**config.mk**
```make
export PLATFORM = sky130hd
export DESIGN_NAME = hls_dot_product
export DESIGN_NICKNAME = d
export VERILOG_FILES = /design/src/rtl/hls_kernel_pkg.sv /design/src/rtl/hls_operand_ram.sv /design/src/rtl/hls_dot_product.sv
export SDC_FILE = /design/constraint.sdc
export NUM_CORES = 2
export LEC_CHECK = 0
export CAP_MARGIN = 10
export CORE_AREA = 2 2 286 288
export CTS_CLUSTER_DIAMETER = 80
export DETAILED_ROUTE_END_ITERATION = 7
export DIE_AREA = 0 0 288 290
export GPL_ROUTABILITY_DRIVEN = 1
export HOLD_SLACK_MARGIN = 0.08
export PLACE_DENSITY = 0.69
export SYNTH_ARGS = -nofsm -noshare
export SYNTH_HDL_FRONTEND = slang
export SYNTH_SLANG_ARGS = --single-unit
```
**constraint.sdc**
```tcl
create_clock -name clk -period 8.93 [get_ports clk]
set_input_delay 1.786 -clock clk [delete_from_list [all_inputs] [get_ports clk]]
set_output_delay 1.786 -clock clk [all_outputs]
set_load 0.02 [all_outputs]
```
**src/rtl/hls_kernel_pkg.sv**
```systemverilog
// Shared definitions for generated top-level kernels: state encoding and width.
package hls_kernel_pkg;

  localparam int STATE_W = 3;

  typedef enum logic [STATE_W-1:0] {
    ST_IDLE = 3'd0,
    ST_INIT = 3'd1,
    ST_MUL  = 3'd2,
    ST_ACC  = 3'd3,
    ST_DONE = 3'd4
  } state_e;

endpackage

```
**src/rtl/hls_operand_ram.sv**
```systemverilog
// Operand storage: one synchronous write port, one asynchronous read port.
module hls_operand_ram #(
  parameter int WIDTH  = 32,
  parameter int DEPTH  = 8,
  parameter int ADDR_W = 3
) (
  input  logic              clk,
  input  logic              wr_en,
  input  logic [ADDR_W-1:0] wr_addr,
  input  logic [WIDTH-1:0]  wr_data,
  input  logic [ADDR_W-1:0] rd_addr,
  output logic [WIDTH-1:0]  rd_data
);

  logic [WIDTH-1:0] mem_r [DEPTH];

  // Write port; addresses beyond the array are dropped.
  always_ff @(posedge clk) begin
    if (wr_en && (int'(wr_addr) < DEPTH)) begin
      mem_r[wr_addr] <= wr_data;
    end
  end

  assign rd_data = mem_r[rd_addr];

endmodule

```
**src/rtl/hls_dot_product.sv**
```systemverilog
// Dot-product kernel over two preloaded operand arrays with start/finished handshake.
// Optional macro HLS_DOT_SAT_EN selects a saturating accumulator instead of wrap-around.
module hls_dot_product
  import hls_kernel_pkg::*;
#(
  parameter  int WIDTH  = 32,
  parameter  int DEPTH  = 8,
  localparam int ADDR_W = (DEPTH > 1) ? $clog2(DEPTH) : 1
) (
  input  logic              clk,
  input  logic              reset,
  input  logic              start,
  input  logic              wr_en,
  input  logic              wr_sel,
  input  logic [ADDR_W-1:0] wr_addr,
  input  logic [WIDTH-1:0]  wr_data,
  output logic              finished,
  output logic [WIDTH-1:0]  return_val
);

`ifdef HLS_DOT_SAT_EN
  localparam int PROD_W = 2 * WIDTH;
  localparam int SUM_W  = 2 * WIDTH + 2;
  localparam logic signed [SUM_W-1:0] SAT_MAX = {{(WIDTH+3){1'b0}}, {(WIDTH-1){1'b1}}};
  localparam logic signed [SUM_W-1:0] SAT_MIN = {{(WIDTH+3){1'b1}}, {(WIDTH-1){1'b0}}};
`else
  // Wrap mode only ever consumes the low half of the product.
  localparam int PROD_W = WIDTH;
`endif
  localparam logic [ADDR_W-1:0] IDX_LAST = ADDR_W'(DEPTH - 1);

  state_e                    state_r;
  state_e                    state_s;
  logic [ADDR_W-1:0]         idx_r;
  logic [WIDTH-1:0]          acc_r;
  logic signed [PROD_W-1:0]  prod_r;
  logic                      finished_r;
  logic [WIDTH-1:0]          return_val_r;
  logic [WIDTH-1:0]          sum_s;
  logic [WIDTH-1:0]          a_rd_s;
  logic [WIDTH-1:0]          b_rd_s;
  logic                      wr_ok_s;
`ifdef HLS_DOT_SAT_EN
  logic                      sat_r;
  logic                      hit_s;
  logic signed [SUM_W-1:0]   wide_s;
`endif

  assign wr_ok_s = wr_en && ((state_r == ST_IDLE) || (state_r == ST_DONE));

  hls_operand_ram #(.WIDTH(WIDTH), .DEPTH(DEPTH), .ADDR_W(ADDR_W)) u_ram_a (
    .clk     (clk),
    .wr_en   (wr_ok_s && !wr_sel),
    .wr_addr (wr_addr),
    .wr_data (wr_data),
    .rd_addr (idx_r),
    .rd_data (a_rd_s)
  );

  hls_operand_ram #(.WIDTH(WIDTH), .DEPTH(DEPTH), .ADDR_W(ADDR_W)) u_ram_b (
    .clk     (clk),
    .wr_en   (wr_ok_s && wr_sel),
    .wr_addr (wr_addr),
    .wr_data (wr_data),
    .rd_addr (idx_r),
    .rd_data (b_rd_s)
  );

  // Next-state decode.
  always_comb begin
    state_s = state_r;
    case (state_r)
      ST_IDLE: begin
        if (start) state_s = ST_INIT;
        else       state_s = ST_IDLE;
      end
      ST_INIT: state_s = ST_MUL;
      ST_MUL:  state_s = ST_ACC;
      ST_ACC: begin
        if (idx_r == IDX_LAST) state_s = ST_DONE;
        else                   state_s = ST_MUL;
      end
      ST_DONE: begin
        if (start) state_s = ST_INIT;
        else       state_s = ST_DONE;
      end
      default: state_s = ST_IDLE;
    endcase
  end

`ifdef HLS_DOT_SAT_EN
  // Saturating add on the full product; a clamped accumulator stays pinned until INIT.
  always_comb begin
    wide_s = {{(WIDTH+2){acc_r[WIDTH-1]}}, acc_r} + {{2{prod_r[PROD_W-1]}}, prod_r};
    sum_s  = wide_s[WIDTH-1:0];
    hit_s  = 1'b0;
    if (sat_r) begin
      sum_s = acc_r;
      hit_s = 1'b1;
    end else if (wide_s > SAT_MAX) begin
      sum_s = SAT_MAX[WIDTH-1:0];
      hit_s = 1'b1;
    end else if (wide_s < SAT_MIN) begin
      sum_s = SAT_MIN[WIDTH-1:0];
      hit_s = 1'b1;
    end else begin
      hit_s = 1'b0;
    end
  end
`else
  // Truncating modulo-2^WIDTH add.
  always_comb begin
    sum_s = acc_r + prod_r;
  end
`endif

  // Datapath and state registers.
  always_ff @(posedge clk) begin
    if (reset) begin
      state_r      <= ST_IDLE;
      idx_r        <= '0;
      acc_r        <= '0;
      prod_r       <= '0;
      finished_r   <= 1'b0;
      return_val_r <= '0;
`ifdef HLS_DOT_SAT_EN
      sat_r        <= 1'b0;
`endif
    end else begin
      state_r    <= state_s;
      finished_r <= (state_s == ST_DONE);
      case (state_r)
        ST_INIT: begin
          acc_r <= '0;
          idx_r <= '0;
`ifdef HLS_DOT_SAT_EN
          sat_r <= 1'b0;
`endif
        end
        ST_MUL: prod_r <= $signed(a_rd_s) * $signed(b_rd_s);
        ST_ACC: begin
          acc_r <= sum_s;
`ifdef HLS_DOT_SAT_EN
          sat_r <= hit_s;
`endif
          if (idx_r == IDX_LAST) return_val_r <= sum_s;
          else                   idx_r        <= idx_r + ADDR_W'(1);
        end
        default: ;
      endcase
    end
  end

  assign finished   = finished_r;
  assign return_val = return_val_r;

endmodule

```
==> run metrics <==
status completed; slowest stage cell, crit path fa_1; CP most frequent cell fa_1; post-DP HPWL 68000 um; Min Clock Period, post-route 8.56 ns; Leakage 0.0181 uW; Post-synth top flop edfxtp_1; Pwr Density 305 mW/mm^2; yosys warns 0; Max Cap Viol 0; synthesized cell area 0.0406 mm^2; worst-margin pin slew 1.06 ns; post-route setup slack 0.374 ns; Final Util 56.8%; CTS buffer count 68; antenna violations before repair 4; Critical Path RT 9.37 ns; simple-gate area share of the yosys netlist 9.22%; startpoint types register; CP endpoint kind register; unrepaired setup endpoints after global routing false; Setup WS pre-CTS 0.146 ns; Critical Setup Path Class reg2reg; Nets 4044; Async SR Flop Fraction 0%; total power 13900 uW; relative slew slack 29.6%; drc violations 0; # port buffers 72; Hold WC Path Type reg2reg; final period utilization 95.8%; area added between synthesis and finish 12.1%; largest net degree at the start of global routing 107; crit-path max cell delay 0.52 ns; fraction of layout cells with a size suffix above 1 15.6%; vias per inst 5.58; worst-case clock buffer depth 3; min-delay src return_val[15]$_SDFFE_PP0P_; Die W 288 um; via count 25300; Max Fclk 117 MHz; die area 0.0835 mm^2; Clock Skew 0.0364 ns; antenna-violating nets left 0; hold_ws 0.453 ns; vias in the first global route 26100; count of final setup violators 0; register area share after synthesis 43.1%; total track usage 24.1%; Yosys reg bits 618; CTS tree built; mux cell area share after synthesis 7.52%; CP max FO 41; FP Rows 104; Setup TNS 0 ns; Adder-Cell Fraction of Synth Area 25.8%; final hold vios 0; Clock Tree Root clkbuf_16; core footprint 0.0802 mm^2; Max VDD drop 0.000719 V; Worst-path clk slew 0.06 ns; EDFF count, synth 512; fillers 6559; main combinational cell family by area after synthesis adder cells; gpl congestion 0.904; cells after synthesis 3286; # IOs 73; Max Slew Vio Count 0; Netlist cell types 75; WL final 98500 um; Initial Util 50.6%; Net Count, Synth 3918; CTS H-tree lvls 3; DIE HEIGHT 290 um; syn avg cell area 12.4 um^2; wire per inst 21.8 um; Arr. time, crit path 8.99 ns; global-route wire length before repair 153000 um; DR iter-0 viols 1837; clock latency on the worst-skew pair 0.62 ns; CTS sink cnt 618; grt ovf 0; post-synthesis xor/xnor area fraction 2.57%; DR pass1 iterations 5; compound-cell area share of the yosys netlist 5.36%
[cell type report]
type / instances / area (um^2) / area share (%)
multi-input combinational: 2047 / 20700 / 45.5
sequential: 618 / 17500 / 38.5
timing repair buffer: 213 / 2010 / 4.43
clock buffer: 84 / 1770 / 3.89
inverter: 464 / 1740 / 3.83
tap: 1060 / 1330 / 2.92
clock inverter: 38 / 412 / 0.905
antenna: 1 / 2.50 / 0.00550
[report_power, final]
part           leakage, uW  switching, uW  internal, uW
Combinational       0.0115           4430          3540
Clock              0.00104           1180          1530
Sequential         0.00547           31.9          3180
Total               0.0181           5640          8250
[worst paths after layout]
check / to / slack, ns / cells past startpoint
setup / recovery: prod_r[31]$_SDFFE_PP0N_ / 0.37 / 30
hold / removal: return_val[15]$_SDFFE_PP0P_ / 0.45 / 2
setup reg to reg: prod_r[31]$_SDFFE_PP0N_ / 0.37 / 30
hold reg to reg: return_val[15]$_SDFFE_PP0P_ / 0.45 / 2
[routing by layer]
metal / vias up / global-route usage, % / routed length [um]
met1: 13000 / 32.3 / 40400
li1: 11200 / - / -
met2: 808 / 39.9 / 48400
met4: 4 / 8.92 / 3880
met5: - / 0 / 27
met3: 180 / 3.40 / 5770
[cell usage in the layout (no fill, tap or decap), types with 14 or more instances in the layout]
cell             count
o21ai_2             14
a21oi_1            101
clkbuf_16           69
o21ai_1             22
buf_4              121
xor2_1              23
or2_2              156
a22oi_1             61
nand3_1             14
o21ai_0             28
buf_12              16
inv_1              463
clkbuf_1            15
nand3b_1            17
a21o_1              29
dfxtp_1            104
fa_1               409
nand2_1            128
nor2_1             416
ha_1               183
mux4_2              73
mux2i_1             96
xnor2_1             80
edfxtp_1           512
clkdlybuf4s50_1     71
[synth_stat cells (73+ instances only)]
cell | n | area share (%)
a21oi_1 | 101 | 1.2
clkbuf_1 | 114 | 1.1
dfxtp_1 | 106 | 5.2
edfxtp_1 | 512 | 38
fa_1 | 409 | 20
ha_1 | 183 | 5.6
inv_1 | 463 | 4.3
mux2i_1 | 102 | 2.5
mux4_2 | 73 | 4.1
nand2_1 | 128 | 1.2
nor2_1 | 430 | 4.0
or2_2 | 156 | 2.4
xnor2_1 | 80 | 1.7
[critical path, delay by kind of cell (launching register included)]
kind / cells / cell delay (ns)
adder cells (fa/ha/maj): 9 / 3.70
AO/OA/AOI/OAI: 9 / 1.89
buffers and inverters: 7 / 1.08
AND/OR/NAND/NOR: 3 / 0.69
flip-flops: 1 / 0.50
multiplexers: 1 / 0.36
XOR/XNOR: 1 / 0.14
[through the flow]
step                      area (um^2)  cells
after detailed placement        43200   4394
after global placement          43200   4394
final                           45500   4525
after global routing            45500   4524
after floorplan                 40600   3286
after CTS                       45400   4516
[kinds of logic after synthesis]
family	Yosys count
buffers and inverters	621
AND/OR/NAND/NOR	820
XOR/XNOR	110
adder cells (fa/ha/maj)	592
flip-flops	618
multiplexers	193
AO/OA/AOI/OAI	332
[registers in the layout, indices dropped and copies added (netlist names), named ones only]
| register | flops |
|---|---|
| finished | 1 |
| state_r | 3 |
| acc_r | 32 |
| prod_r | 32 |
| return_val | 32 |
| u_ram_a.mem_r | 256 |
| u_ram_b.mem_r | 256 |
| idx_r | 3 |
[timing repair]
item,in CTS,in global routing
hold buffers,0,0
setup buffers,0,6
setup endpoints to repair,0,5
resized for setup,0,9
No activity file was read; power rests on OpenSTA's default activity.
